### config.mk
export PLATFORM = sky130hd
export DESIGN_NAME = dpram_fifo_ctrl
export DESIGN_NICKNAME = d
export VERILOG_FILES = /design/src/rtl/dpfifo_pkg.sv /design/src/rtl/dpfifo_skid2.sv /design/src/rtl/dpram_fifo_ctrl.sv
export SDC_FILE = /design/constraint.sdc
export NUM_CORES = 1
export LEC_CHECK = 0
export ABC_AREA = 0
export ABC_CLOCK_PERIOD_IN_PS = 7900
export CORE_AREA = 5 5 77 79
export DETAILED_ROUTE_END_ITERATION = 16
export DIE_AREA = 0 0 82 84
export PLACE_DENSITY = 0.88
export REMOVE_ABC_BUFFERS = 1
export SLEW_MARGIN = 5
export SYNTH_ARGS = -nofsm -noshare
export SYNTH_HDL_FRONTEND = slang
export SYNTH_SLANG_ARGS = --single-unit
### constraint.sdc
create_clock -name clk -period 7.9 [get_ports clk]
set_input_delay 0.79 -clock clk [delete_from_list [all_inputs] [get_ports clk]]
set_output_delay 0.79 -clock clk [all_outputs]
set_load 0.005 [all_outputs]
### src/rtl/dpfifo_pkg.sv
// rtl/dpfifo_pkg.sv - shared widths, depth and pointer/count types for the dual-port RAM FIFO
package dpfifo_pkg;

    localparam int DPFIFO_DW = 8;
    localparam int DPFIFO_AW = 6;
    localparam int DEPTH     = 1 << DPFIFO_AW;

    typedef logic [DPFIFO_AW-1:0] ptr_t;
    typedef logic [DPFIFO_AW:0]   cnt_t;
    typedef logic [DPFIFO_AW+1:0] level_t;

endpackage

### src/rtl/dpfifo_skid2.sv
// rtl/dpfifo_skid2.sv - 2-entry output buffer absorbing the RAM read latency; entry 0 is the head
module dpfifo_skid2
    import dpfifo_pkg::*;
#(
    parameter int DW = DPFIFO_DW
) (
    input  logic          clk,
    input  logic          rst_n,
    input  logic          wr_en,
    input  logic [DW-1:0] wr_data,
    input  logic          rd_en,
    output logic [DW-1:0] rd_data,
    output logic [1:0]    cnt,
    output logic          valid
);

    logic [DW-1:0] ent0_q, ent0_d, ent1_q, ent1_d;
    logic [1:0]    cnt_q, cnt_d;
    logic          valid_q, valid_d;

    always_comb begin
        ent0_d = ent0_q;
        ent1_d = ent1_q;
        if (rd_en) begin
            if (cnt_q == 2'd2) begin
                ent0_d = ent1_q;
                if (wr_en) ent1_d = wr_data;
            end else if (wr_en) begin
                ent0_d = wr_data;
            end
        end else if (wr_en) begin
            if (cnt_q == 2'd0) ent0_d = wr_data;
            else               ent1_d = wr_data;
        end
        cnt_d   = cnt_q + 2'(wr_en) - 2'(rd_en);
        valid_d = (cnt_d != 2'd0);
    end

    // Head is left untouched when the buffer drains so the output holds its last word.
    always_ff @(posedge clk or negedge rst_n) begin
        if (!rst_n) begin
            ent0_q  <= '0;
            ent1_q  <= '0;
            cnt_q   <= 2'd0;
            valid_q <= 1'b0;
        end else begin
            ent0_q  <= ent0_d;
            ent1_q  <= ent1_d;
            cnt_q   <= cnt_d;
            valid_q <= valid_d;
        end
    end

    assign rd_data = ent0_q;
    assign cnt     = cnt_q;
    assign valid   = valid_q;

endmodule

### src/rtl/dpram_fifo_ctrl.sv
// rtl/dpram_fifo_ctrl.sv - valid/ready FIFO controller driving an external true_dpram_sclk
// almost_full/almost_empty flags exist only when DPFIFO_FLAGS_EN is defined.
module dpram_fifo_ctrl
    import dpfifo_pkg::*;
#(
    parameter int DW = DPFIFO_DW,
    parameter int AW = DPFIFO_AW
`ifdef DPFIFO_FLAGS_EN
    ,
    parameter int AF_THRESH = 56,
    parameter int AE_THRESH = 4
`endif
) (
    input  logic          clk,
    input  logic          rst_n,
    input  logic          s_valid,
    output logic          s_ready,
    input  logic [DW-1:0] s_data,
    output logic          m_valid,
    input  logic          m_ready,
    output logic [DW-1:0] m_data,
    output logic [AW+1:0] level,
    output logic [AW-1:0] ram_addr_a,
    output logic [DW-1:0] ram_data_a,
    output logic          ram_we_a,
    output logic [AW-1:0] ram_addr_b,
    output logic [DW-1:0] ram_data_b,
    output logic          ram_we_b,
    input  logic [DW-1:0] ram_q_b
`ifdef DPFIFO_FLAGS_EN
    ,
    output logic          almost_full,
    output logic          almost_empty
`endif
);

    localparam logic [AW:0] CNT_FULL = (AW+1)'(1 << AW);

    logic [AW-1:0] wr_ptr_q, wr_ptr_d, rd_ptr_q, rd_ptr_d;
    logic [AW:0]   ram_cnt_q, ram_cnt_d;
    logic          rd_pending_q, rd_pending_d;
    logic          s_ready_q, s_ready_d;
    logic          push, pop, rd_go;
    logic [1:0]    skid_cnt;
    logic          skid_valid;

    // A read is issued only when its word is guaranteed a skid slot on arrival.
    always_comb begin
        push         = s_valid & s_ready_q;
        pop          = skid_valid & m_ready;
        rd_go        = (ram_cnt_q != '0) &&
                       (({1'b0, skid_cnt} + {2'b00, rd_pending_q}) < (3'd2 + {2'b00, pop}));
        wr_ptr_d     = wr_ptr_q + AW'(push);
        rd_ptr_d     = rd_ptr_q + AW'(rd_go);
        ram_cnt_d    = ram_cnt_q + (AW+1)'(push) - (AW+1)'(rd_go);
        rd_pending_d = rd_go;
        s_ready_d    = (ram_cnt_d < CNT_FULL);
    end

    always_ff @(posedge clk or negedge rst_n) begin
        if (!rst_n) begin
            wr_ptr_q     <= '0;
            rd_ptr_q     <= '0;
            ram_cnt_q    <= '0;
            rd_pending_q <= 1'b0;
            s_ready_q    <= 1'b0;
        end else begin
            wr_ptr_q     <= wr_ptr_d;
            rd_ptr_q     <= rd_ptr_d;
            ram_cnt_q    <= ram_cnt_d;
            rd_pending_q <= rd_pending_d;
            s_ready_q    <= s_ready_d;
        end
    end

    dpfifo_skid2 #(.DW(DW)) u_skid (
        .clk     (clk),
        .rst_n   (rst_n),
        .wr_en   (rd_pending_q),
        .wr_data (ram_q_b),
        .rd_en   (pop),
        .rd_data (m_data),
        .cnt     (skid_cnt),
        .valid   (skid_valid)
    );

    assign s_ready    = s_ready_q;
    assign m_valid    = skid_valid;
    assign level      = (AW+2)'(ram_cnt_q) + (AW+2)'(rd_pending_q) + (AW+2)'(skid_cnt);
    assign ram_addr_a = wr_ptr_q;
    assign ram_data_a = s_data;
    assign ram_we_a   = push;
    assign ram_addr_b = rd_ptr_q;
    assign ram_data_b = '0;
    assign ram_we_b   = 1'b0;

`ifdef DPFIFO_FLAGS_EN
    localparam logic [AW+1:0] AF_LVL = (AW+2)'(AF_THRESH);
    localparam logic [AW+1:0] AE_LVL = (AW+2)'(AE_THRESH);

    logic [AW+1:0] level_d;
    logic          almost_full_q, almost_full_d, almost_empty_q, almost_empty_d;

    always_comb begin
        level_d        = level + (AW+2)'(push) - (AW+2)'(pop);
        almost_full_d  = (level_d >= AF_LVL);
        almost_empty_d = (level_d <= AE_LVL);
    end

    always_ff @(posedge clk or negedge rst_n) begin
        if (!rst_n) begin
            almost_full_q  <= 1'b0;
            almost_empty_q <= 1'b1;
        end else begin
            almost_full_q  <= almost_full_d;
            almost_empty_q <= almost_empty_d;
        end
    end

    assign almost_full  = almost_full_q;
    assign almost_empty = almost_empty_q;
`endif

endmodule
==> impl_metrics.yaml, run 1 <==
outcome:
  status: "finished, final reports clean"
route:
  routed-via-count: 1411
  wl_per_cell_um: 14.4
  ant_nets: 0
  drtIter0Drc: 48
  dr.pass1.iters: 4
  routed_wirelength_mm: 4.27
  route.detailed.drc: 0
  avgViaCountPerCell: 4.75
layout:
  final_common_cell: "clkdlybuf4s50_1"
  final_cell_mix: "41 x clkdlybuf4s50_1, 40 x dfrtp_1, 22 x ha_1"
  fin_area_sq_um: 2760
  syn2layout_area_growth_pct: 22.0
  instances_no_fill: 297
  diodes: 0
  fillCellCount: 479
  final_nets: 269
  drive_gt1_share_pct: 15.6
clock_tree:
  postCtsHoldBufs: 0
  h-tree-depth: 2
  path_clk_slew_ns: 0.07
  cts_buffer_depth: 2
  tritoncts: "done"
  clockRootBuffer: "clkbuf_8"
  post_cts_buffers: 0
  cts_made_buffers: 5
  cts_num_sinks: 40
  cts_resized: 0
  clkLatencyLatePin_ns: 0.28
run:
  maxCapViolations: 0
setup_path:
  path_buf_inv: 2
  arrival_ns: 3.48
  path_cells: "clkdlybuf4s50_1 -> nand2_1 -> o21ai_0 -> o41ai_1 -> nor2_1 -> ha_1 -> inv_1 -> ha_1 -> fa_1 -> a211o_1 -> a31oi_1 -> o21bai_1 -> xor2_1"
  crit_family: "compound AO/OA/AOI/OAI gates"
  path_depth: 13
  r2r_cells: 13
  crit_top_cell: "ha_1"
  max_stage_delay_ns: 0.54
  critical_path_class: "input pin to flip-flop"
  crit_path_end_kind: "flip-flop"
  required_ns: 8.06
  crit_path_top_delay_cell: "clkdlybuf4s50_1"
  worstSetupStartpointType: "input pin"
  cp_max_fo: 3
global_routing:
  antenna_found_initial: 0
  grt_overflow: 0
  grtUsageTotal_pct: 13.9
  grt_max_degree: 41
  grt_pass1_wl_mm: 7.41
  grt_pass1_vias: 1602
power:
  p_leak_nw: 1.27
  ir_drop_uv: 211
  power.density_nw_per_um2: 483
synthesis:
  ys_seq_area_share_pct: 44.2
  synth.cell_area_sq_um: 2260
  syn_inst: 184
  avgSynthCellArea_sq_um: 12.3
  synth_warnings: 0
  ys_types: 32
  ys_ff_latch: 40
place:
  placed_cell_area_sq_um: 2670
  portBuffers: 42
  gp_congestion: 0.758
  placed_cells: 289
  dp_hpwl_mm: 3.33
  place_ws_ns: 4.31
die:
  ios: 68
  dieArea_sq_um: 6890
  die_y_um: 84
  fp.dieW_um: 82
  initial_core_util_pct: 42.9
  placementRows: 27
  core-area_sq_um: 5270
sta:
  worstMarginPinSlew_ns: 0.891
  rsz0062_at_grt: "false"
  skew_ns: 0.00402
  setup_slack_ns: 4.58
  finalCriticalPeriod_ns: 3.32
  whs_ns: 0.474
  timing.final.hold_violations: 0
  setup_violations: 0
  fin_setup_tns_ns: 0
  fmax_mhz: 301
  maxSlewHeadroom_pct: 40.6
  slew_violations: 0
  fin_crit_sh_pct: 42.0
hold_path:
  hold_path_class: "flip-flop to flip-flop"
  hold_path_depth: 1
final cells by class:
cell class / instances / area, sq um / area share, %
Timing Repair Buffer: 42 / 415 / 15.0
Multi-Input combinational cell: 119 / 1100 / 40.0
Clock buffer: 8 / 90.1 / 3.26
Sequential cell: 40 / 1000 / 36.2
Inverter: 16 / 60.1 / 2.17
Tap cell: 72 / 90.1 / 3.26
Yosys cell counts:
master | count | share of area (%)
a211o_1 | 1 | 0.39
a211oi_1 | 1 | 0.33
a21o_1 | 2 | 0.66
a21oi_1 | 3 | 0.66
a21oi_2 | 1 | 0.39
a31oi_1 | 1 | 0.28
and2_1 | 1 | 0.28
and3_1 | 2 | 0.55
buf_4 | 17 | 5.6
conb_1 | 1 | 0.17
dfrtp_1 | 40 | 44
fa_1 | 3 | 2.7
ha_1 | 22 | 12
inv_1 | 16 | 2.7
mux2_1 | 1 | 0.50
mux2_2 | 16 | 8.0
mux2_4 | 7 | 4.6
nand2_1 | 4 | 0.66
nand2b_1 | 1 | 0.28
nand3_1 | 8 | 1.8
nand3_4 | 1 | 0.77
nor2_1 | 4 | 0.66
nor2b_4 | 1 | 0.61
o21ai_0 | 3 | 0.66
o21ai_4 | 1 | 0.72
o21bai_1 | 1 | 0.33
o31ai_1 | 1 | 0.33
o41ai_1 | 1 | 0.39
or2_2 | 1 | 0.28
or3_1 | 1 | 0.28
xnor2_1 | 13 | 5.0
xor2_1 | 8 | 3.1
report_power, final:
part | switching, W | internal [W] | leakage (nW)
registers | 0.0000987 | 0.000320 | 0.471
logic | 0.000324 | 0.000453 | 0.750
clock network | 0.0000665 | 0.0000713 | 0.0455
total | 0.000489 | 0.000844 | 1.27
cell families after synthesis:
logic type	share of synthesized area, %
flops	44.2
buf+inv	8.29
fa+ha+maj	14.8
mux	13.1
simple gates	6.14
xor+xnor	8.13
compound gates	5.14
other cells	0.166
path summary, 6_finish.rpt:
path	slack [ns]	start	to
setup / recovery	4.58	m_ready	s_ready$_DFF_PN0_
hold / removal	0.47	ram_addr_a[5]$_DFF_PN0_	ram_addr_a[5]$_DFF_PN0_
setup reg to reg	4.89	u_skid.cnt[0]$_DFF_PN0_	s_ready$_DFF_PN0_
hold reg to reg	0.47	ram_addr_a[5]$_DFF_PN0_	ram_addr_a[5]$_DFF_PN0_
max in group asynchronous	6.72	rst_n	u_skid.cnt[1]$_DFF_PN0_
min in group asynchronous	0.63	rst_n	u_skid.rd_data[3]$_DFFE_PN0P_
per-layer routing:
metal  up-vias  wire length [um]  GRT usage, %  part of all wire [%]
met5         -                 0             0                     0
met3         2               303          4.75                   7.1
li1        672                 -             -                     -
met2        50              2220          23.1                    52
met1       687              1720          16.1                    40
met4         0                29          5.44                  0.68
per-stage QoR:
| step | utilization [%] | power (W) |
|---|---|---|
| global route | 52.4 | 0.00147 |
| CTS | 52.4 | 0.00136 |
| global placement | 50.7 | 0.00118 |
| detailed placement | 50.7 | 0.00121 |
| finish | 52.4 | 0.00133 |
| floorplan | - | 0.000880 |
registers in the layout (all words and copies together) (netlist names):
name	cells
ram_addr_b	6
ram_cnt_q	7
u_skid.ent1_q	8
u_skid.rd_data	8
rd_pending_q	1
s_ready	1
ram_addr_a	6
u_skid.valid	1
u_skid.cnt	2
(Power assumes the default switching activity.)
==> run 2: changes to the inputs <==
--- a/config.mk
+++ b/config.mk
@@ -6,11 +6,11 @@
 export NUM_CORES = 1
 export LEC_CHECK = 0
 export ABC_AREA = 0
-export ABC_CLOCK_PERIOD_IN_PS = 7900
-export CORE_AREA = 5 5 77 79
+export ABC_CLOCK_PERIOD_IN_PS = 2700
+export CORE_AREA = 5 5 79 81
 export DETAILED_ROUTE_END_ITERATION = 16
-export DIE_AREA = 0 0 82 84
-export PLACE_DENSITY = 0.88
+export DIE_AREA = 0 0 84 86
+export PLACE_DENSITY = 0.87
 export REMOVE_ABC_BUFFERS = 1
 export SLEW_MARGIN = 5
 export SYNTH_ARGS = -nofsm -noshare
==> constraint.sdc (replaced) <==
create_clock -name clk -period 2.7 [get_ports clk]
set_input_delay 0.27 -clock clk [delete_from_list [all_inputs] [get_ports clk]]
set_output_delay 0.27 -clock clk [all_outputs]
set_load 0.005 [all_outputs]
==> run 2 against run 1 <==
  * Sequential power grew to 2.8 times the previous value
  * Routed wire length grew 8.8%
  * Combinational power grew to 3.7 times the previous value
  * Total power grew to 3.4 times the previous value
  * The run now ends with setup timing left
  * Die area grew 4.9%
  * Cell area grew 11%
  * Via count grew 6.4%
  * Clock skew grew 0.0038 ns
  * Hold slack lost 0.37 ns
  * Utilization grew 4.4 points
  * First-iteration DRC count shrank 50%
==> impl_metrics.yaml, run 2 (synthesis results as in run 1) <==
outcome:
  status: "finished, violations left"
  violations: "setup timing"
sta:
  setup_slack_ns: -0.0541
  timing.final.hold_violations: 0
  setup_violations: 2
  skew_ns: 0.00782
  fin_crit_sh_pct: 102
  rsz0062_at_grt: "true"
  finalCriticalPeriod_ns: 2.75
  fin_setup_tns_ns: -0.0793
  worstMarginPinSlew_ns: 0.903
  fmax_mhz: 363
  whs_ns: 0.108
  maxSlewHeadroom_pct: 39.8
  slew_violations: 0
global_routing:
  grt_pass1_vias: 1638
  grtUsageMet2_pct: 23.6
  grt_overflow: 0
  grt_use_met1_pct: 15.9
  grt-busiest-layer: "met2"
  grtUsageTotal_pct: 13.5
  grt_max_degree: 41
  grt_util_met3_pct: 4.80
  grt_pass1_wl_mm: 7.87
  antenna_found_initial: 0
setup_path:
  cp_max_fo: 2
  required_ns: 2.86
  crit_path_top_delay_cell: "dfrtp_1"
  worstSetupStartpointType: "flip-flop"
  arrival_ns: 2.92
  critical_path_class: "flip-flop to flip-flop"
  path_cells: "inv_2 -> ha_4 -> nand2_4 -> o41ai_4 -> nor2_2 -> ha_1 -> inv_2 -> ha_4 -> fa_2 -> a211o_1 -> a31oi_1 -> o21bai_1 -> xor2_1"
  max_stage_delay_ns: 0.39
  crit_path_end_kind: "flip-flop"
power:
  power_frac_clock_pct: 11.5
  sw_frac_of_total_pct: 35.8
  p_int_w: 0.00295
  power.density_nw_per_um2: 1500
  power_frac_seq_pct: 25.5
  design_power_total_w: 0.00459
  p_sw_w: 0.00164
  p_comb_share_pct: 62.9
  p_leak_nw: 1.44
  ir_drop_uv: 620
route:
  route.detailed.drc: 0
  drtIter0Drc: 24
  dr.pass1.iters: 3
  routed_wirelength_mm: 4.65
  routed-via-count: 1501
  wl_per_cell_um: 14.6
  avgViaCountPerCell: 4.71
  ant_nets: 0
layout:
  drive_gt1_share_pct: 31.2
  final_cell_mix: "40 x dfrtp_1, 37 x clkdlybuf4s50_1, 22 x buf_4"
  final_nets: 291
  final_common_cell: "dfrtp_1"
  syn2layout_area_growth_pct: 35.7
  diodes: 0
  fin_area_sq_um: 3070
die:
  core-area_sq_um: 5410
  ios: 68
  placementRows: 27
  initial_core_util_pct: 41.9
  fp.dieW_um: 84
  die_y_um: 86
  dieArea_sq_um: 7220
hold_path:
  hold_path_class: "input pin to asynchronous set/reset pin"
clock_tree:
  h-tree-depth: 2
  cts_made_buffers: 5
  tritoncts: "done"
  cts_num_sinks: 40
  postCtsHoldBufs: 0
  clockRootBuffer: "clkbuf_8"
  cts_buffer_depth: 2
  path_clk_slew_ns: 0.08
  clkLatencyLatePin_ns: 0.29
place:
  dp_hpwl_mm: 3.43
  place_ws_ns: -0.189
  portBuffers: 42
  placed_cell_area_sq_um: 2780
  gp_congestion: 0.789
run:
  maxCapViolations: 0
[run 2: critical path, delay by kind of cell, from the launching register on]
family,cells,cell delay (ns)
AOI/OAI and AO/OA,4,0.90
xor gates and xnor gates,1,0.16
adders and majority gates,4,0.93
buffers and inverters,2,0.13
DFF,1,0.39
and+or+nand+nor,2,0.13
[run 2: worst paths after layout]
kind / startpoint / end / slack, ns / depth (start not counted)
min in group clk: ram_addr_b[5]$_DFF_PN0_ / ram_addr_b[5]$_DFF_PN0_ / 0.48 / 1
worst max-delay path: ram_cnt_q[5]$_DFF_PN0_ / s_ready$_DFF_PN0_ / -0.05 / 13
max in group asynchronous: rst_n / ram_cnt_q[5]$_DFF_PN0_ / 2.04 / 1
worst min register to register: ram_addr_b[5]$_DFF_PN0_ / ram_addr_b[5]$_DFF_PN0_ / 0.48 / 1
worst min-delay path: rst_n / u_skid.ent1_q[0]$_DFFE_PN0P_ / 0.11 / 1
worst max register to register: ram_cnt_q[5]$_DFF_PN0_ / s_ready$_DFF_PN0_ / -0.05 / 13
[run 2: repair_timing]
| item | 4_1_cts | 5_1_grt |
|---|---|---|
| buffers inserted | 2 | 6 |
| pin swaps | 9 | 12 |
| setup endpoints to repair | 3 | 6 |
| resized for setup | 9 | 20 |
[run 2: power groups by stage]
stage	Combinational, W	Clock (W)	Sequential, W
2_1_floorplan	0.00139	0	0.00119
3_3_place_gp	0.00247	0	0.00114
3_5_place_dp	0.00257	0	0.00116
4_1_cts	0.00273	0.000551	0.00116
5_1_grt	0.00323	0.000576	0.00121
6_report	0.00289	0.000530	0.00117
[run 2: layer usage]
metal  part of all wire (%)  up-vias
li1                       -      718
met2                     52       55
met4                    1.0        0
met3                    6.2        7
met1                     40      721
met5                      0        -
[run 2: final cells by class]
class	count	area, sq um
clock buffers	7	96.3
multi-input cells	119	1200
well taps	72	90.1
clock inverters	1	30.0
fillers	459	2330
flip-flops and latches	40	1000
inverters	16	60.1
repair buffers	64	591
[run 2: per-stage QoR]
| step | utilization (%) | instances |
|---|---|---|
| after floorplan | - | 175 |
| after global placement | 51.4 | 303 |
| after detailed placement | 51.4 | 303 |
| after CTS | 54.7 | 313 |
| after global routing | 56.8 | 319 |
| final | 56.8 | 319 |
==> run 3: changes to the inputs <==
--- a/config.mk
+++ b/config.mk
@@ -16,3 +16,4 @@
 export SYNTH_ARGS = -nofsm -noshare
 export SYNTH_HDL_FRONTEND = slang
 export SYNTH_SLANG_ARGS = --single-unit
+export TNS_END_PERCENT = 1
==> run 3 against run 2 <==
  * The flow still finishes with violations (setup timing)
  * Setup slack better by 0.0014 ns
  * Combinational power is essentially flat
  * Sequential cell count is the same
  * Global-route usage did not move
  * Hold slack is essentially flat
  * First-iteration DRC count is 38% higher
  * Critical path type unchanged
  * Highest routed layer unchanged
==> impl_metrics.yaml, run 3 (synthesis results as in run 1) <==
outcome:
  status: "finished, violations left"
  violations: "setup timing"
clock_tree:
  clkLatencyLatePin_ns: 0.29
  cts_made_buffers: 5
  cts_num_sinks: 40
  path_clk_slew_ns: 0.08
  tritoncts: "done"
  clockRootBuffer: "clkbuf_8"
  h-tree-depth: 2
  cts_buffer_depth: 2
  postCtsHoldBufs: 0
setup_path:
  reg2reg_from: "ram_cnt_q[2]$_DFF_PN0_"
  max_stage_delay_ns: 0.40
  worstSetupStartpointType: "flip-flop"
  critical_path_class: "flip-flop to flip-flop"
  crit_family: "adder cells"
  arrival_ns: 2.92
  cp_max_fo: 2
  crit_path_top_delay_cell: "dfrtp_1"
  crit_path_end_kind: "flip-flop"
  timing.critical_path.from: "ram_cnt_q[2]$_DFF_PN0_"
  required_ns: 2.87
  path_buf_inv: 2
  path_cells: "inv_2 -> ha_4 -> nand2_4 -> o41ai_4 -> nor2_2 -> ha_1 -> inv_2 -> ha_4 -> fa_2 -> a211o_1 -> a31oi_1 -> o21bai_1 -> xor2_1"
power:
  design_power_total_w: 0.00459
  power.density_nw_per_um2: 1500
  ir_drop_uv: 619
  p_leak_nw: 1.43
sta:
  slew_violations: 0
  whs_ns: 0.107
  worstMarginPinSlew_ns: 0.906
  setup_violations: 2
  fmax_mhz: 363
  skew_ns: 0.00776
  timing.final.hold_violations: 0
  fin_setup_tns_ns: -0.0760
  finalCriticalPeriod_ns: 2.75
  setup_slack_ns: -0.0527
  maxSlewHeadroom_pct: 39.6
  fin_crit_sh_pct: 102
  rsz0062_at_grt: "true"
global_routing:
  grt_pass1_vias: 1638
  grt_pass1_wl_mm: 7.87
  grt_overflow: 0
  grt_max_degree: 41
  grtUsageTotal_pct: 13.5
  antenna_found_initial: 0
die:
  ios: 68
  core-area_sq_um: 5410
  initial_core_util_pct: 41.9
  dieArea_sq_um: 7220
  placementRows: 27
  fp.dieW_um: 84
  die_y_um: 86
place:
  dp_hpwl_mm: 3.43
  place_ws_ns: -0.189
  portBuffers: 42
  placed_cells: 303
  gp_congestion: 0.789
route:
  drtIter0Drc: 33
  routed_wirelength_mm: 4.65
  wl_met1_mm: 1.89
  wl_per_cell_um: 14.6
  avgViaCountPerCell: 4.66
  route.detailed.drc: 0
  met3_length_um: 283
  topRoutingLayerUsed: "met4"
  wl_met2_mm: 2.41
  routed-via-count: 1488
  dr.pass1.iters: 4
  ant_nets: 0
layout:
  diodes: 0
  syn2layout_area_growth_pct: 35.6
  final_cell_mix: "40 x dfrtp_1, 38 x clkdlybuf4s50_1, 22 x buf_4"
  final_nets: 291
  final_common_cell: "dfrtp_1"
  instances_no_fill: 319
  drive_gt1_share_pct: 31.2
  fillCellCount: 458
run:
  maxCapViolations: 0
hold_path:
  hold_path_class: "input pin to asynchronous set/reset pin"
run 3: cell types whose count changed in the layout (fill, tap and decap cells not counted), sizes merged:
cell	previous run	this run
dlymetal6s2s	4	3
clkdlybuf4s50	37	38
run 3: power breakdown:
group          leakage (nW)  switching [W]  internal [W]
logic                 0.898        0.00120       0.00169
registers             0.471       0.000236      0.000937
clock network        0.0645       0.000207      0.000326
total                  1.43        0.00164       0.00295
run 3: cell type report:
type,instances,area [sq um],share of cell area (%)
clock inverter,1,30.0,0.978
timing repair buffer,64,588,19.2
sequential,40,1000,32.6
clock buffer,7,96.3,3.14
tap,72,90.1,2.94
inverter,16,60.1,1.96
multi-input combinational,119,1200,39.2
run 3: worst reg2reg max path, stage by stage (launching register included):
cell	delay [ns]
dfrtp_1	0.40
inv_2	0.09
ha_4	0.14
nand2_4	0.05
o41ai_4	0.32
nor2_2	0.07
ha_1	0.29
inv_2	0.04
ha_4	0.15
fa_2	0.34
a211o_1	0.30
a31oi_1	0.16
o21bai_1	0.12
xor2_1	0.16
run 3: per-stage QoR:
stage          instance area (sq um)  utilization, %
3_3_place_gp                    2780            51.4
6_report                        3070            56.8
4_1_cts                         2960            54.7
5_1_grt                         3070            56.8
3_5_place_dp                    2780            51.4
2_1_floorplan                   2170               -
run 3: final timing paths:
| check | endpoint | slack (ns) | cells past startpoint |
|---|---|---|---|
| worst max-delay path | s_ready$_DFF_PN0_ | -0.05 | 13 |
| worst min-delay path | u_skid.ent1_q[0]$_DFFE_PN0P_ | 0.11 | 1 |
| worst max register to register | s_ready$_DFF_PN0_ | -0.05 | 13 |
| worst min register to register | ram_addr_b[5]$_DFF_PN0_ | 0.48 | 1 |
| max in group asynchronous | u_skid.ent1_q[3]$_DFFE_PN0P_ | 2.04 | 1 |
| min in group clk | ram_addr_b[5]$_DFF_PN0_ | 0.48 | 1 |
run 3: repair_timing:
item / 4_1_cts / 5_1_grt
pin swaps: 8 / 10
hold endpoints to repair: 0 / 0
setup endpoints to repair: 3 / 6
cloned: 0 / 0
setup buffers: 2 / 6
gates resized for setup: 9 / 19
run 3: layer usage:
layer  vias up  GRT usage, %
met5         -             0
met4         0          3.51
met3         7          4.80
met2        54          23.6
met1       710          15.9
li1        717             -
